File: config.mk
export PLATFORM = sky130hd
export DESIGN_NAME = sseg_share_arbiter_flat
export DESIGN_NICKNAME = d
export VERILOG_FILES = /design/src/rtl/sseg_share_arbiter_if.sv /design/src/rtl/sseg_share_arbiter.sv /design/src/flat_wrapper.sv
export SDC_FILE = /design/constraint.sdc
export NUM_CORES = 1
export LEC_CHECK = 0
export BUFFER_PORTS_ARGS = -buffer_cell sky130_fd_sc_hd__buf_4
export CORE_ASPECT_RATIO = 1.1
export CORE_MARGIN = 3
export CORE_UTILIZATION = 55
export CTS_CLUSTER_SIZE = 28
export DETAILED_ROUTE_END_ITERATION = 6
export MAX_ROUTING_LAYER = met4
export PLACE_DENSITY = 0.89
export SLEW_MARGIN = 10
export SYNTH_ARGS = -nofsm -noshare
export SYNTH_HDL_FRONTEND = slang
export SYNTH_SLANG_ARGS = --single-unit
export TNS_END_PERCENT = 1
File: constraint.sdc
create_clock -name clk -period 4.11 [get_ports clk]
set_input_delay 0 -clock clk [delete_from_list [all_inputs] [get_ports clk]]
set_output_delay 0 -clock clk [all_outputs]
set_load 0.02 [all_outputs]
File: src/rtl/sseg_share_arbiter_if.sv
// Handshake bundle shared by the NoC and CPU display sources.
//   noc_valid / noc_data : NoC word present this cycle; bits [23:0] are six hex digits
//   cpu_req / cpu_data   : level request from the processor, held until cpu_ack
//   cpu_ack              : one-cycle pulse when cpu_data has been captured
// master = the sources (NoC + CPU), slave = the arbiter.
interface sseg_share_arbiter_if;
  logic        noc_valid;
  logic [31:0] noc_data;
  logic        cpu_req;
  logic [23:0] cpu_data;
  logic        cpu_ack;

  modport master (
    output noc_valid, noc_data, cpu_req, cpu_data,
    input  cpu_ack
  );

  modport slave (
    input  noc_valid, noc_data, cpu_req, cpu_data,
    output cpu_ack
  );
endinterface

File: src/rtl/sseg_share_arbiter.sv
// Shares a six-digit seven-segment display between a NoC source and a CPU source.
// A granted source owns the display for at least HOLD_CYCLES cycles; ties and
// contention at hold expiry are resolved round-robin. A debounced-by-sync
// pushbutton toggles a freeze mode that stalls the hold timer and captures.
//   clk, reset_n     : system clock, asynchronous active-low reset
//   bus (slave)      : NoC / CPU handshake bundle
//   freeze_n         : asynchronous active-low pushbutton
//   hex0..hex5       : active-low segments (bit0=a .. bit6=g), hexN = digit [4N+3:4N]
//   owner            : 00 none, 01 NoC, 10 CPU
//   led              : [0] frozen, [2:1] owner, [7:3] dropped-NoC count (saturating)
//
// state    | meaning
// IDLE     | no owner; last captured value stays on the display
// SHOW_NOC | NoC owns the display; further NoC words refresh it
// SHOW_CPU | CPU owns the display; NoC words are dropped
module sseg_share_arbiter #(
  parameter int unsigned HOLD_CYCLES = 50000000,
  parameter int unsigned CNT_W       = 26
) (
  input  logic                 clk,
  input  logic                 reset_n,
  sseg_share_arbiter_if.slave  bus,
  input  logic                 freeze_n,
  output logic [6:0]           hex0,
  output logic [6:0]           hex1,
  output logic [6:0]           hex2,
  output logic [6:0]           hex3,
  output logic [6:0]           hex4,
  output logic [6:0]           hex5,
  output logic [1:0]           owner,
  output logic [7:0]           led
);

  // State encodings double as the owner code.
  typedef enum logic [1:0] {
    IDLE     = 2'b00,
    SHOW_NOC = 2'b01,
    SHOW_CPU = 2'b10
  } state_t;

  localparam logic SRC_NOC = 1'b0;
  localparam logic SRC_CPU = 1'b1;
  localparam logic [CNT_W-1:0] HOLD_RELOAD = CNT_W'(HOLD_CYCLES - 1);

  state_t             state_q, state_d;
  logic [23:0]        disp_q, disp_d;
  logic [CNT_W-1:0]   hold_q, hold_d;
  logic               rr_q, rr_d;
  logic               valid_q, valid_d;
  logic               ack_q, ack_d;
  logic               frozen_q, frozen_d;
  logic               sync1_q, sync2_q, sync_prev_q;
  logic [4:0]         drop_q, drop_d;
  logic [1:0]         owner_q;
  logic [6:0]         hex_q [6];

  logic               noc_pend, cpu_pend;
  logic               grant_noc, grant_cpu, refresh;
  logic               drop_inc;
  logic               unused_noc_hi;

  function automatic logic [6:0] seg7(input logic [3:0] d);
    logic [6:0] s;
    case (d)
      4'h0: s = 7'b1000000;
      4'h1: s = 7'b1111001;
      4'h2: s = 7'b0100100;
      4'h3: s = 7'b0110000;
      4'h4: s = 7'b0011001;
      4'h5: s = 7'b0010010;
      4'h6: s = 7'b0000010;
      4'h7: s = 7'b1111000;
      4'h8: s = 7'b0000000;
      4'h9: s = 7'b0010000;
      4'hA: s = 7'b0001000;
      4'hB: s = 7'b0000011;
      4'hC: s = 7'b1000110;
      4'hD: s = 7'b0100001;
      4'hE: s = 7'b0000110;
      default: s = 7'b0001110;
    endcase
    return s;
  endfunction

  assign unused_noc_hi = ^bus.noc_data[31:24];

  assign noc_pend = bus.noc_valid;
  // The request is still high while the ack is on the wire; only a request
  // seen after the ack cycle counts as a new one.
  assign cpu_pend = bus.cpu_req & ~ack_q;

  always_comb begin
    state_d   = state_q;
    disp_d    = disp_q;
    hold_d    = hold_q;
    rr_d      = rr_q;
    valid_d   = valid_q;
    ack_d     = 1'b0;
    grant_noc = 1'b0;
    grant_cpu = 1'b0;
    refresh   = 1'b0;

    if (!frozen_q) begin
      case (state_q)
        IDLE: begin
          if (noc_pend && cpu_pend) begin
            if (rr_q == SRC_CPU) grant_noc = 1'b1;
            else                 grant_cpu = 1'b1;
          end else if (noc_pend) begin
            grant_noc = 1'b1;
          end else if (cpu_pend) begin
            grant_cpu = 1'b1;
          end
        end
        SHOW_NOC: begin
          if (hold_q != '0) begin
            hold_d  = hold_q - CNT_W'(1);
            refresh = noc_pend;
          end else if (cpu_pend) begin
            grant_cpu = 1'b1;
          end else if (noc_pend) begin
            grant_noc = 1'b1;
          end else begin
            state_d = IDLE;
          end
        end
        SHOW_CPU: begin
          if (hold_q != '0) begin
            hold_d = hold_q - CNT_W'(1);
          end else if (noc_pend) begin
            grant_noc = 1'b1;
          end else if (cpu_pend) begin
            grant_cpu = 1'b1;
          end else begin
            state_d = IDLE;
          end
        end
        default: state_d = IDLE;
      endcase
    end

    // Refresh keeps the running hold count; a grant restarts it.
    if (refresh) disp_d = bus.noc_data[23:0];

    if (grant_noc) begin
      disp_d  = bus.noc_data[23:0];
      hold_d  = HOLD_RELOAD;
      state_d = SHOW_NOC;
      rr_d    = SRC_NOC;
      valid_d = 1'b1;
    end

    if (grant_cpu) begin
      disp_d  = bus.cpu_data;
      hold_d  = HOLD_RELOAD;
      state_d = SHOW_CPU;
      rr_d    = SRC_CPU;
      valid_d = 1'b1;
      ack_d   = 1'b1;
    end

    // Any NoC word not taken into disp_reg is lost.
    drop_inc = noc_pend & ~(grant_noc | refresh);
    drop_d   = (drop_inc && (drop_q != 5'd31)) ? drop_q + 5'd1 : drop_q;

    frozen_d = frozen_q ^ (sync_prev_q & ~sync2_q);
  end

  always_ff @(posedge clk or negedge reset_n) begin
    if (!reset_n) begin
      state_q     <= IDLE;
      disp_q      <= '0;
      hold_q      <= '0;
      rr_q        <= SRC_CPU;
      valid_q     <= 1'b0;
      ack_q       <= 1'b0;
      frozen_q    <= 1'b0;
      sync1_q     <= 1'b1;
      sync2_q     <= 1'b1;
      sync_prev_q <= 1'b1;
      drop_q      <= '0;
      owner_q     <= 2'b00;
      for (int i = 0; i < 6; i++) hex_q[i] <= 7'h7F;
    end else begin
      state_q     <= state_d;
      disp_q      <= disp_d;
      hold_q      <= hold_d;
      rr_q        <= rr_d;
      valid_q     <= valid_d;
      ack_q       <= ack_d;
      frozen_q    <= frozen_d;
      sync1_q     <= freeze_n;
      sync2_q     <= sync1_q;
      sync_prev_q <= sync2_q;
      drop_q      <= drop_d;
      owner_q     <= state_q;
      // Blank until something has been captured since reset.
      for (int i = 0; i < 6; i++)
        hex_q[i] <= valid_q ? seg7(disp_q[4*i +: 4]) : 7'h7F;
    end
  end

  assign hex0        = hex_q[0];
  assign hex1        = hex_q[1];
  assign hex2        = hex_q[2];
  assign hex3        = hex_q[3];
  assign hex4        = hex_q[4];
  assign hex5        = hex_q[5];
  assign owner       = owner_q;
  assign bus.cpu_ack = ack_q;
  assign led         = {drop_q, owner_q, frozen_q};

endmodule
File: src/flat_wrapper.sv
// flat-port wrapper written by rule: the top's interface ports become plain ports
module sseg_share_arbiter_flat 
#(
  parameter int unsigned HOLD_CYCLES = 50000000,
  parameter int unsigned CNT_W       = 26
)
  (clk, reset_n, freeze_n, hex0, hex1, hex2, hex3, hex4, hex5, owner, led, bus_noc_valid, bus_noc_data, bus_cpu_req, bus_cpu_data, bus_cpu_ack);
  sseg_share_arbiter_if bus_i ();
  input  logic clk;
  input  logic reset_n;
  input  logic freeze_n;
  output logic [6:0] hex0;
  output logic [6:0] hex1;
  output logic [6:0] hex2;
  output logic [6:0] hex3;
  output logic [6:0] hex4;
  output logic [6:0] hex5;
  output logic [1:0] owner;
  output logic [7:0] led;
  input wire logic [$bits(bus_i.noc_valid)-1:0] bus_noc_valid;
  input wire logic [$bits(bus_i.noc_data)-1:0] bus_noc_data;
  input wire logic [$bits(bus_i.cpu_req)-1:0] bus_cpu_req;
  input wire logic [$bits(bus_i.cpu_data)-1:0] bus_cpu_data;
  output wire logic [$bits(bus_i.cpu_ack)-1:0] bus_cpu_ack;
  assign bus_i.noc_valid = bus_noc_valid;
  assign bus_i.noc_data = bus_noc_data;
  assign bus_i.cpu_req = bus_cpu_req;
  assign bus_i.cpu_data = bus_cpu_data;
  assign bus_cpu_ack = bus_i.cpu_ack;
  sseg_share_arbiter #(.HOLD_CYCLES(HOLD_CYCLES), .CNT_W(CNT_W)) u_core (.clk(clk), .reset_n(reset_n), .bus(bus_i), .freeze_n(freeze_n), .hex0(hex0), .hex1(hex1), .hex2(hex2), .hex3(hex3), .hex4(hex4), .hex5(hex5), .owner(owner), .led(led));
endmodule
Word-level counts from Yosys, hierarchy flattened
Memory sizes are Yosys's and may differ from the RTL's.
Cells that the tools add are included.
{"block": "op_classes", "n_eq_ne": 11, "bitwise_logic": 8, "n_mux": 48, "n_addsub": 2, "reduce_logical": 11}
{"operator": "$mux W26", "n": 5}
{"operator": "$mux W24", "n": 3}
{"operator": "$mux W7", "n": 6}
{"operator": "$reduce_bool A26 Y1", "n": 1}
{"operator": "$sub A26 B1 Y26 const B", "n": 1}
{"operator": "$mux W1", "n": 22}
{"operator": "$mux W2", "n": 9}
{"operator": "$ne A4 B2 Y1 const B", "n": 4}
{"operator": "$reduce_bool A3 Y1", "n": 3}
{"operator": "$ne A4 B4 Y1 const B", "n": 2}
{"operator": "$reduce_and A8 Y1", "n": 1}
{"operator": "$pmux W1 S3", "n": 2}
{"operator": "$pmux W2 S3", "n": 1}
{"operator": "$add A5 B1 Y5 const B", "n": 1}
{"operator": "$ne A5 B5 Y1 const B", "n": 1}
{"operator": "$and A1 B1 Y1", "n": 3}
{"operator": "$ne A3 B1 Y1 const B", "n": 1}
{"operator": "$ne A3 B3 Y1 const B", "n": 1}
{"operator": "$not A1 Y1", "n": 3}
{"operator": "$reduce_and A3 Y1", "n": 1}
{"operator": "$eq A2 B1 Y1 const B", "n": 1}
{"operator": "$eq A2 B2 Y1 const B", "n": 1}
{"operator": "$logic_and A1 B1 Y1", "n": 2}
{"operator": "$logic_not A2 Y1", "n": 1}
{"operator": "other kinds (4)", "n": 4}
{"block": "totals", "word_cells": 104, "ff_bits": 108, "romBits": 672, "memories": 6, "inputBits": 61}
{"memory": "(no name shown)", "words": 16, "width": 7, "read_ports": 1, "rd_ports_with_merged_regs": 0, "wr": 0, "line_no": "sseg_share_arbiter.sv:64", "source": "case (d)"}
{"memory": "(no name shown)", "words": 16, "width": 7, "read_ports": 1, "rd_ports_with_merged_regs": 0, "wr": 0, "line_no": "sseg_share_arbiter.sv:64"}
{"memory": "(no name shown)", "words": 16, "width": 7, "read_ports": 1, "rd_ports_with_merged_regs": 0, "wr": 0, "line_no": "sseg_share_arbiter.sv:64"}
{"memory": "(no name shown)", "words": 16, "width": 7, "read_ports": 1, "rd_ports_with_merged_regs": 0, "wr": 0, "line_no": "sseg_share_arbiter.sv:64"}
{"memory": "(no name shown)", "words": 16, "width": 7, "read_ports": 1, "rd_ports_with_merged_regs": 0, "wr": 0, "line_no": "sseg_share_arbiter.sv:64"}
{"memory": "(no name shown)", "words": 16, "width": 7, "read_ports": 1, "rd_ports_with_merged_regs": 0, "wr": 0, "line_no": "sseg_share_arbiter.sv:64"}

Depth between registers and ports, before layout
Gate-level depths: netlist of the first run.
{"block": "logic_depth", "depth_word": 10, "depth_mapped": 10}

Worst setup path after synthesis of the first run
OpenSTA, ideal clock, no wires.
{"block": "synth_path", "path_type": "register -> register", "from": "register u_core.hold_q[20]", "to": "register u_core.disp_q[15]", "t_required_ns": 3.985, "path_stages_with_launch": 9, "period_less_slack_ns": 2.858, "arrival_time_ns": 2.733, "path_slack_ns": 1.252, "path_cell_list": "dfrtp_1 or4_4 or3_4 or3b_1 buf_2 o31a_1 o21ai_4 buf_12 mux2_4"}
{"block": "synth_via", "elab_chain_len": 6, "word_cells_on_any_way": 15, "classes_between": "13 x mux; 2 x reduce/logical"}
{"item": "from (decl)", "line_no": "sseg_share_arbiter.sv:47", "source": "logic [CNT_W-1:0] hold_q, hold_d;"}
{"item": "from (signal assigned)", "line_no": "sseg_share_arbiter.sv:187", "source": "hold_q <= hold_d;"}
{"item": "$reduce_bool A26 Y1 (*)", "line_no": "sseg_share_arbiter.sv:116, sseg_share_arbiter.sv:128"}
{"item": "$mux W1, on equally long branches", "line_no": "sseg_share_arbiter.sv:128, sseg_share_arbiter.sv:116"}
{"item": "$pmux W1 S3", "line_no": "sseg_share_arbiter.sv:104", "source": "case (state_q)"}
{"item": "$mux W1", "line_no": "sseg_share_arbiter.sv:103", "source": "if (!frozen_q) begin"}
{"item": "$mux W24", "line_no": "sseg_share_arbiter.sv:145", "source": "if (grant_noc) begin"}
{"item": "$mux W24", "line_no": "sseg_share_arbiter.sv:153", "source": "if (grant_cpu) begin"}
{"item": "to (signal assigned)", "line_no": "sseg_share_arbiter.sv:186", "source": "disp_q <= disp_d;"}
{"item": "to (decl)", "line_no": "sseg_share_arbiter.sv:46", "source": "logic [23:0] disp_q, disp_d;"}
Mark *: on every way between the ends. The rest lies on a longest branch, timed or not.
A chain may end at the register's enable or synchronous reset.

Worst setup path after layout of the first run
{"block": "layout_path", "from": "register u_core.hold_q[20]", "to": "register u_core.disp_q[22]"}
Same word-level chain as after synthesis.

==> metrics.txt, run 1 <==
outcome finished, final reports clean; peak supply drop 0.000469 V; CTS Root Cell clkbuf_16; sequential cell area fraction in the yosys report 0.458; IO Count 114; minimum clock period 3.41 ns; Pre-Repair DR Iteration Count 4; Static Leak 0.00344 µW; GPL Wtd Cong 0.913; synthesis-stage register bit count 108; layout cells sized above 1 0.289; r2r setup slk 0.70 ns; Die Area 12300 µm²; r2r endpoint u_core.disp_q[22]; H-tree Lvls 3; clk_lat worst skew 0.34 ns; vias in the first global route 4804; Syn Area/Cell 10.9 µm²; RSZ-0062 raised after global routing no; R2R cell count 8; Post-Route WL 13500 µm; synthesized instance count 553; headroom to the max-slew limit 0.273; synthesized area 6030 µm²; Final Hold Fails 0; Least-Margin Pin Slew 1.09 ns; # diodes 0; Die Wd 106 µm; Area growth syn-to-layout 24.7%; arrival time worst endpoint 3.60 ns; pwr dens 733 nW/µm²; Initial Utilization 0.572; Final setup viols 0; gr ovfl total 0; wire per inst 16.3 µm; largest net degree at the start of global routing 62; routed via count 4668; Total Nets Final 788; number of flops mapped to enable cells by yosys 0; Crit path required time 4.29 ns; post-synthesis cell type count 53; maxcap violations 0; IO Port Bufs 105; Setup crit end kind flop; Hold Crit Class in -> reg; CP Launch Type flop; post_cts resized 0; crit path max fanout 26; Async SR Flop Fraction 1.00; CTS buffer count 9; Clock transition at path regs 0.07 ns; clock buffer depth 2; vias per cell 5.62; CORE AREA 10500 µm²; first-pass GRT wire length 22500 µm; final number of max-transition violations 0; Hold WS 0.0178 ns; Fmax 293 MHz; end of the critical path u_core.disp_q[22]; Crit Path Class reg -> reg; CTS tree yes; total track usage 0.234; hpwl dp 9060 µm; Iteration-0 DRC Markers 240; syn nets 658; Detail Route Antenna Nets 0; Yosys warnings 0; RR Startpoint u_core.hold_q[20]; Die Ht 116 µm; row count 39; critical path startpoint u_core.hold_q[20]; initial antenna violation count 0; CTS sink count 108; # DRC 0; Period Utilization, post-route 0.830; ys flop type dfrtp_1; clk_skew 0.00968 ns; total negative slack 0 ns
worst min-delay path by stage:
stage,endpoint,cells past startpoint,start,slack (ns)
final,u_core.disp_q[2],3,bus_cpu_data[2],0.02
after floorplan,u_core.bus.cpu_ack,0,reset_n,-0.30
after CTS,u_core.disp_q[17],3,bus_cpu_data[17],0.0004
after global routing,u_core.disp_q[2],3,bus_cpu_data[2],0.02
after detailed placement,u_core.drop_q[2],1,reset_n,0.12
after global placement,u_core.frozen_q,1,reset_n,0.1
area by class of cell:
class                      instances  area [µm²]
clock buffer                      11         233
clock inverter                     5        60.1
fill                             724        3030
inverter                          35         131
multi-input combinational        385        2990
sequential                       108        2760
tap                              143         179
timing repair buffer             144        1160
layout by cell type, fill, tap and decap left out, types with 3 or more instances in the layout:
master         netlist  final
xor2_1              12     12
nor3_1               6      6
ha_1                44     44
o211ai_1            24     24
mux2i_1             53     53
and3_1               4      4
nor2b_1              4      4
dfstp_2             46     46
o31ai_1              3      3
mux4_2               5      5
o311ai_0             8      8
nand4_1              3      3
mux2_4               3      3
buf_4                3    112
and2_1               4      4
inv_1               35     35
nand2_1             49     49
o31a_1               6      6
clkbuf_16            0      9
or4_1                3      3
xnor2_1             11     11
dlygate4sd3_1        0     32
a21oi_1              9      9
dfrtp_1             62     62
nor2_1              26     26
mux2_2              13     13
nor4_1               7      7
nand3_1             17     17
a21boi_0             5      5
o21ai_0             27     27
or3_1                6      6
nand2b_1            12     12
where the power goes:
group / switching, µW / internal (µW) / leakage, µW
clock network: 380 / 475 / 0.000140
logic: 1400 / 1230 / 0.00212
registers: 428 / 1600 / 0.00118
kinds of logic (layout without fill, tap and decap cells):
group           count (synthesis)  in the layout  share of synthesized area
compound gates                 93             93                      0.107
flops                         108            108                      0.458
fa+ha+maj                      44             44                     0.0913
mux                            74             74                      0.138
xor+xnor                       23             23                     0.0334
simple gates                  151            151                      0.126
buf+inv                        60            195                     0.0461
critical path, stage by stage, from the launching register on:
cell           delay [ns]
dfrtp_1              0.44
or4_4                0.58
or3_4                0.41
o41ai_1              0.51
nand3_2              0.11
buf_4                0.28
mux2i_1              0.25
dlygate4sd3_1        0.58
mux2i_1              0.07
layer usage:
layer  up-vias  wire length [µm]  share of wire  GRT usage
met5         -                 0              0          -
met4         0               146          0.011     0.0682
met3        16               674          0.050     0.0423
met2       147              7270           0.54      0.416
met1      2301              5410           0.40      0.272
li1       2204                 -              -          -
state kept, by name (all words and copies together), names as in the netlist, 2 cells and up:
signal	flops
u_core.disp_q	24
u_core.hex2	7
u_core.hex1	7
u_core.owner	2
u_core.state_q	2
u_core.hold_q	26
u_core.hex3	7
u_core.hex0	7
u_core.drop_q	5
u_core.hex5	7
u_core.hex4	7
cell usage after synthesis, drive strengths merged (7+ instances only):
master	number	area [µm²]
ha	44	551
nand2b	12	75.1
inv	35	131
or3	7	48.8
xnor2	11	96.3
xor2	12	105
a21oi	9	45.0
dfrtp	62	1550
nor4	7	43.8
nand3	18	95.1
buf	11	93.8
mux2	16	191
dfstp	46	1210
o311ai	8	70.1
o211ai	24	180
mux2i	53	531
nor2	26	97.6
o21ai	28	151
nand2	49	184
clkbuf	14	52.6
through the flow:
stage                     utilization  cell area [µm²]  cells  setup slack (ns)  total power, µW
after floorplan                     -             6030    553              1.25             3800
after global placement          0.655             6900    783             0.958             4450
after detailed placement        0.655             6900    783             0.900             4580
after CTS                       0.712             7500    830             0.778             5510
after global routing            0.713             7510    831             0.533             5890
final                           0.713             7510    831             0.697             5510
timing repair:
item | in CTS | in global routing
buffers inserted | 0 | 0
hold endpoints to repair | 49 | 1
setup endpoints to repair | 0 | 0
hold buffers | 31 | 1
(Power assumes the default switching activity.)
==> inputs of run 2 (changes only) <==
clock period = 3.55 ns   (was 4.11 ns; I/O delays follow)
==> run 2 against run 1 <==
Net effect: cell area is 0.47% higher; sequential power is 16% higher; highest routed layer unchanged; first-iteration DRC count is 45% higher; combinational power is 18% higher; non-clock buffer count is 3 higher.
==> metrics.txt, run 2 (same netlist as run 1, synthesis figures left out) <==
outcome finished, final reports clean; wire per inst 17.2 µm (+5.7%); Pre-Repair DR Iteration Count 5 (+1); routed via count 4831 (+3.5%); IO Count 114 (unchanged); vias per cell 5.79 (+3.1%); FILL cells 689 (-4.8%); hpwl dp 9480 µm (+4.6%); Die Wd 106 µm (unchanged); max FFs per register 26 (unchanged); maxcap violations 0 (unchanged); Total Nets Final 791 (+0.38%); Period Utilization, post-route 0.920 (+0.0897); total negative slack 0 ns (unchanged); minimum clock period 3.27 ns (-0.147 ns); hold endpoint u_core.disp_q[18]; Hold Crit Class in -> reg; most frequent cells in the layout 115 x buf_4, 62 x dfrtp_1, 53 x mux2i_1, 49 x nand2_1, 46 x dfstp_2; dpl ws 0.426 ns (-0.474 ns); Area growth syn-to-layout 25.2%; R2R cell count 8 (unchanged); CP Launch Type flop; largest net degree at the start of global routing 48 (-23%); r2r setup slk 0.28 ns (-0.41 ns); CTS tree yes; IO Port Bufs 105 (unchanged); total power draw 6490 µW (+18%); Setup Fix Bufs, Post-CTS 0 (unchanged); Die Area 12300 µm² (unchanged); biggest regs u_core.hold_q x26, u_core.disp_q x24; Crit Path Class reg -> reg; arrival time worst endpoint 3.46 ns (-0.14 ns); layout cells sized above 1 0.291 (+0.00164); Detail Route Antenna Nets 0 (unchanged); pwr dens 860 nW/µm² (+17%); CORE AREA 10500 µm² (unchanged); RR Startpoint u_core.hold_q[20]; total track usage 0.251 (+0.0173); vias in the first global route 4957 (+3.2%); clk_lat worst skew 0.35 ns (about the same); # DRC 0 (unchanged); peak supply drop 0.000581 V (+24%); clock buffer depth 2 (unchanged); r2r endpoint u_core.disp_q[21]; Final setup viols 0 (unchanged); Final Hold Fails 0 (unchanged); gr ovfl total 0 (unchanged); multi-input logic area 3000 µm² (+0.25%); Post-Route WL 14300 µm (+6.0%); Initial Utilization 0.572 (unchanged); setup slack after layout 0.284 ns (-0.413 ns); commonest non-fill, non-tap cell in the layout buf_4; initial antenna violation count 0 (unchanged); CTS buffer count 9 (unchanged); Die Ht 116 µm (unchanged); storage element area 2760 µm² (unchanged); GPL Wtd Cong 0.933 (+2.1%); RSZ-0062 raised after global routing no; Crit path required time 3.74 ns (-0.55 ns); CTS sink count 108 (unchanged); crit path max fanout 26 (unchanged); hold_sp bus_noc_data[18]; Hold Path Cell Cnt 3 (unchanged); Fmax 306 MHz (+4.5%); final number of max-transition violations 0 (unchanged); largest reg by FF count u_core.hold_q; # diodes 0 (unchanged); headroom to the max-slew limit 0.391 (+0.118); clk_skew 0.00667 ns (-0.00301 ns); Iteration-0 DRC Markers 348 (+45%); first-pass GRT wire length 23700 µm (+5.4%); Clock transition at path regs 0.07 ns (about the same); H-tree Lvls 3 (unchanged); Least-Margin Pin Slew 0.911 ns (-0.176 ns); CTS Root Cell clkbuf_16; row count 39 (unchanged); Static Leak 0.00346 µW (+0.62%); Setup crit end kind flop
==> run 2: cell count changes in the layout (fill, tap and decap cells not counted), sizes merged <==
cell      before  now
buf          112  115
clkinv         2    0
clkbuf        11   15
inv           36   35
clkinvlp       1    0
==> run 2: critical path, cell delays in order (launching register included) <==
cell           delay (ns)
dfrtp_1              0.44
or4_4                0.58
or3_4                0.40
o41ai_2              0.41
nand3_2              0.10
buf_4                0.28
mux2i_1              0.22
dlygate4sd3_1        0.58
mux2i_1              0.08
==> run 2: worst max path at each step <==
| stage | from | end | slack [ns] | depth (start not counted) |
|---|---|---|---|---|
| after global placement | u_core.hold_q[20] | u_core.disp_q[8] | 0.49 | 7 |
| after global routing | u_core.hold_q[20] | u_core.disp_q[21] | 0.14 | 8 |
| after floorplan | u_core.hold_q[20] | u_core.disp_q[15] | 0.69 | 8 |
| after CTS | u_core.hold_q[20] | u_core.disp_q[22] | 0.19 | 8 |
| after detailed placement | u_core.hold_q[20] | u_core.disp_q[5] | 0.43 | 7 |
| final | u_core.hold_q[20] | u_core.disp_q[21] | 0.28 | 8 |
==> run 2: where the power goes <==
group	switching [µW]	internal [µW]	total [µW]	leakage (µW)
registers	514	1850	2360	0.00118
clock network	428	587	1020	0.000144
logic	1670	1440	3110	0.00214
total	2610	3870	6490	0.00346
==> run 2: metrics by stage <==
stage          area, µm²  utilization  cells  hold slack, ns
2_1_floorplan       6030            -    553          -0.296
3_3_place_gp        6920        0.657    786          0.0222
3_5_place_dp        6920        0.657    786          0.0307
4_1_cts             7540        0.716    834         0.00844
5_1_grt             7550        0.716    834          0.0235
6_report            7550        0.716    834          0.0162
==> run 2: timing repair <==
| action | 4_1_cts | 5_1_grt |
|---|---|---|
| setup endpoints to repair | 0 | 2 |
| hold buffers | 32 | 0 |
| hold endpoints to repair | 37 | 0 |
| gates resized for setup | 0 | 1 |
==> run 2: cell type report <==
class / count / area share
Clock buffer: 15 / 0.0355
Sequential cell: 108 / 0.366
Timing Repair Buffer: 147 / 0.157
Clock inverter: 1 / 0.00398
Tap cell: 143 / 0.0237
Inverter: 35 / 0.0174
Multi-Input combinational cell: 385 / 0.397
==> run 2: layer usage <==
layer,GRT usage,wire length [µm],up-vias
met3,0.0401,800,27
met4,0.0846,278,0
met2,0.458,7630,191
met1,0.282,5610,2400
li1,-,-,2213
met5,-,0,-
==> inputs of run 3 (changes only) <==
CORE_UTILIZATION = 56   (was 55)
PLACE_DENSITY = 0.9   (was 0.89)
clock period = 3.2 ns   (was 3.55 ns; I/O delays follow)
==> run 3 against run 2 <==
Net effect: clock power grew 9%; count of clock-buffer cells in the layout shrank 5; via count shrank 2.4%; largest cell class unchanged; largest power group unchanged; sequential share of layout area shrank 0.091 points.
==> metrics.txt, run 3 (same netlist as run 1, synthesis figures left out) <==
Initial Utilization 0.577 (+0.00535); post_cts resized 0 (unchanged); pwr dens 943 nW/µm² (+9.7%); Clock transition at path regs 0.07 ns (about the same); Fmax 327 MHz (+6.8%); peak supply drop 0.000573 V (-1.5%); H-tree Lvls 3 (unchanged); # DRC 0 (unchanged); row count 39 (unchanged); r2r endpoint u_core.disp_q[8]; Die Ht 115 µm (-0.85%); Hold Crit Class in -> reg; # diodes 0 (unchanged); CTS tree yes; r2r setup slk 0.14 ns (-0.14 ns); layout cells sized above 1 0.296 (+0.00536); CP Launch Type flop; Die Wd 105 µm (-0.85%); Area growth syn-to-layout 25.6%; clk_lat worst skew 0.35 ns (about the same); routed via count 4717 (-2.4%); Post-Route WL 14200 µm (-0.50%); Crit path required time 3.46 ns (-0.28 ns); Final setup viols 0 (unchanged); CTS buffer count 9 (unchanged); hold_sp bus_cpu_data[2]; R2R cell count 7 (-1); RR Startpoint u_core.hold_q[20]; Hold Path Cell Cnt 3 (unchanged); hold-fix buffers at CTS 31 (-3.1%); Setup Fix Bufs, Post-CTS 0 (unchanged); Least-Margin Pin Slew 0.912 ns (+0.00164 ns); gr ovfl total 0 (unchanged); vias per cell 5.65 (-2.5%); CORE AREA 10400 µm² (-0.93%); Total Nets Final 792 (+0.13%); Period Utilization, post-route 0.956 (+0.0356); CTS Root Cell clkbuf_16; critical path startpoint u_core.hold_q[20]; IO Port Bufs 105 (unchanged); maxcap violations 0 (unchanged); minimum clock period 3.06 ns (-0.208 ns); largest reg by FF count u_core.hold_q; biggest regs u_core.hold_q x26, u_core.disp_q x24; GPL Wtd Cong 0.917 (-1.7%); first-pass GRT wire length 23600 µm (-0.26%); most frequent cells in the layout 115 x buf_4, 62 x dfrtp_1, 53 x mux2i_1, 49 x nand2_1, 46 x dfstp_2; hpwl dp 9500 µm (+0.28%); Crit Path Class reg -> reg; CTS sink count 108 (unchanged); commonest non-fill, non-tap cell in the layout buf_4; fin util 0.725 (+0.00849); hold endpoint u_core.disp_q[2]; Static Leak 0.00347 µW (+0.33%); final number of max-transition violations 0 (unchanged); wire per inst 17.1 µm (-0.62%); clk_skew 0.0106 ns (+0.00397 ns); Iteration-0 DRC Markers 309 (-11%); IO Count 114 (unchanged); clock buffer depth 2 (unchanged); max FFs per register 26 (unchanged); Final Hold Fails 0 (unchanged); total power draw 7140 µW (+10%); arrival time worst endpoint 3.32 ns (-0.14 ns); largest net degree at the start of global routing 57 (+19%); Die Area 12000 µm² (-1.7%); headroom to the max-slew limit 0.392 (+0.00121); vias in the first global route 4899 (-1.2%); total track usage 0.250 (-0.000963); crit path max fanout 16 (-38%); Detail Route Antenna Nets 0 (unchanged); RSZ-0062 raised after global routing no; total negative slack 0 ns (unchanged); Setup crit end kind flop; initial antenna violation count 0 (unchanged); outcome finished, final reports clean; Pre-Repair DR Iteration Count 5 (unchanged)
## run 3: changes by cell type in the layout (fill, tap and decap cells not counted)
| cell | change |
|---|---|
| clkinv_4 | +2 |
| clkinvlp_4 | +1 |
| o41ai_2 | -1 |
| clkbuf_1 | -3 |
| o41ai_1 | +1 |
| buf_12 | +2 |
| clkinv_2 | +2 |
| clkbuf_8 | -2 |
| dlygate4sd3_1 | -1 |
## run 3: critical path, stage by stage, from the launching register on
cell	delay, ns
dfrtp_1	0.44
or4_4	0.58
or3_4	0.41
or3b_1	0.38
o31a_1	0.35
o21ai_4	0.28
buf_4	0.29
mux2i_1	0.23
## run 3: layer usage
metal  vias to the layer above  track usage  wire length (µm)
li1                       2214            -                 -
met1                      2331        0.287              5690
met3                        22       0.0376               663
met2                       150        0.449              7650
met5                         -            -                 0
met4                         0       0.0884               245
## run 3: worst max path at each step
stage,end,cells after the start
2_1_floorplan,u_core.disp_q[15],8
3_3_place_gp,u_core.disp_q[4],7
3_5_place_dp,u_core.disp_q[4],7
4_1_cts,u_core.disp_q[4],7
5_1_grt,u_core.disp_q[8],7
6_report,u_core.disp_q[8],7
## run 3: where the power goes
group	leakage [µW]	total, µW	internal, µW	switching [µW]
sequential	0.00118	2610	2050	558
combinational	0.00215	3420	1580	1840
clock	0.000142	1110	607	500
## run 3: metrics by stage
step / hold slack [ns] / instances / area, µm² / worst slack [ns]
6_report: 0.00925 / 835 / 7570 / 0.142
5_1_grt: 0.00609 / 835 / 7570 / 0.0372
4_1_cts: 0.000690 / 835 / 7570 / 0.172
3_5_place_dp: 0.100 / 788 / 6960 / 0.192
3_3_place_gp: 0.0769 / 788 / 6960 / 0.288
2_1_floorplan: -0.296 / 553 / 6030 / 0.342
## run 3: layout make-up
type                            instances  area [µm²]
Multi-Input combinational cell        385        2990
Fill cell                             678        2870
Sequential cell                       108        2760
Timing Repair Buffer                  148        1210
Clock buffer                           10         229
Tap cell                              143         179
Inverter                               35         131
Clock inverter                          6        65.1
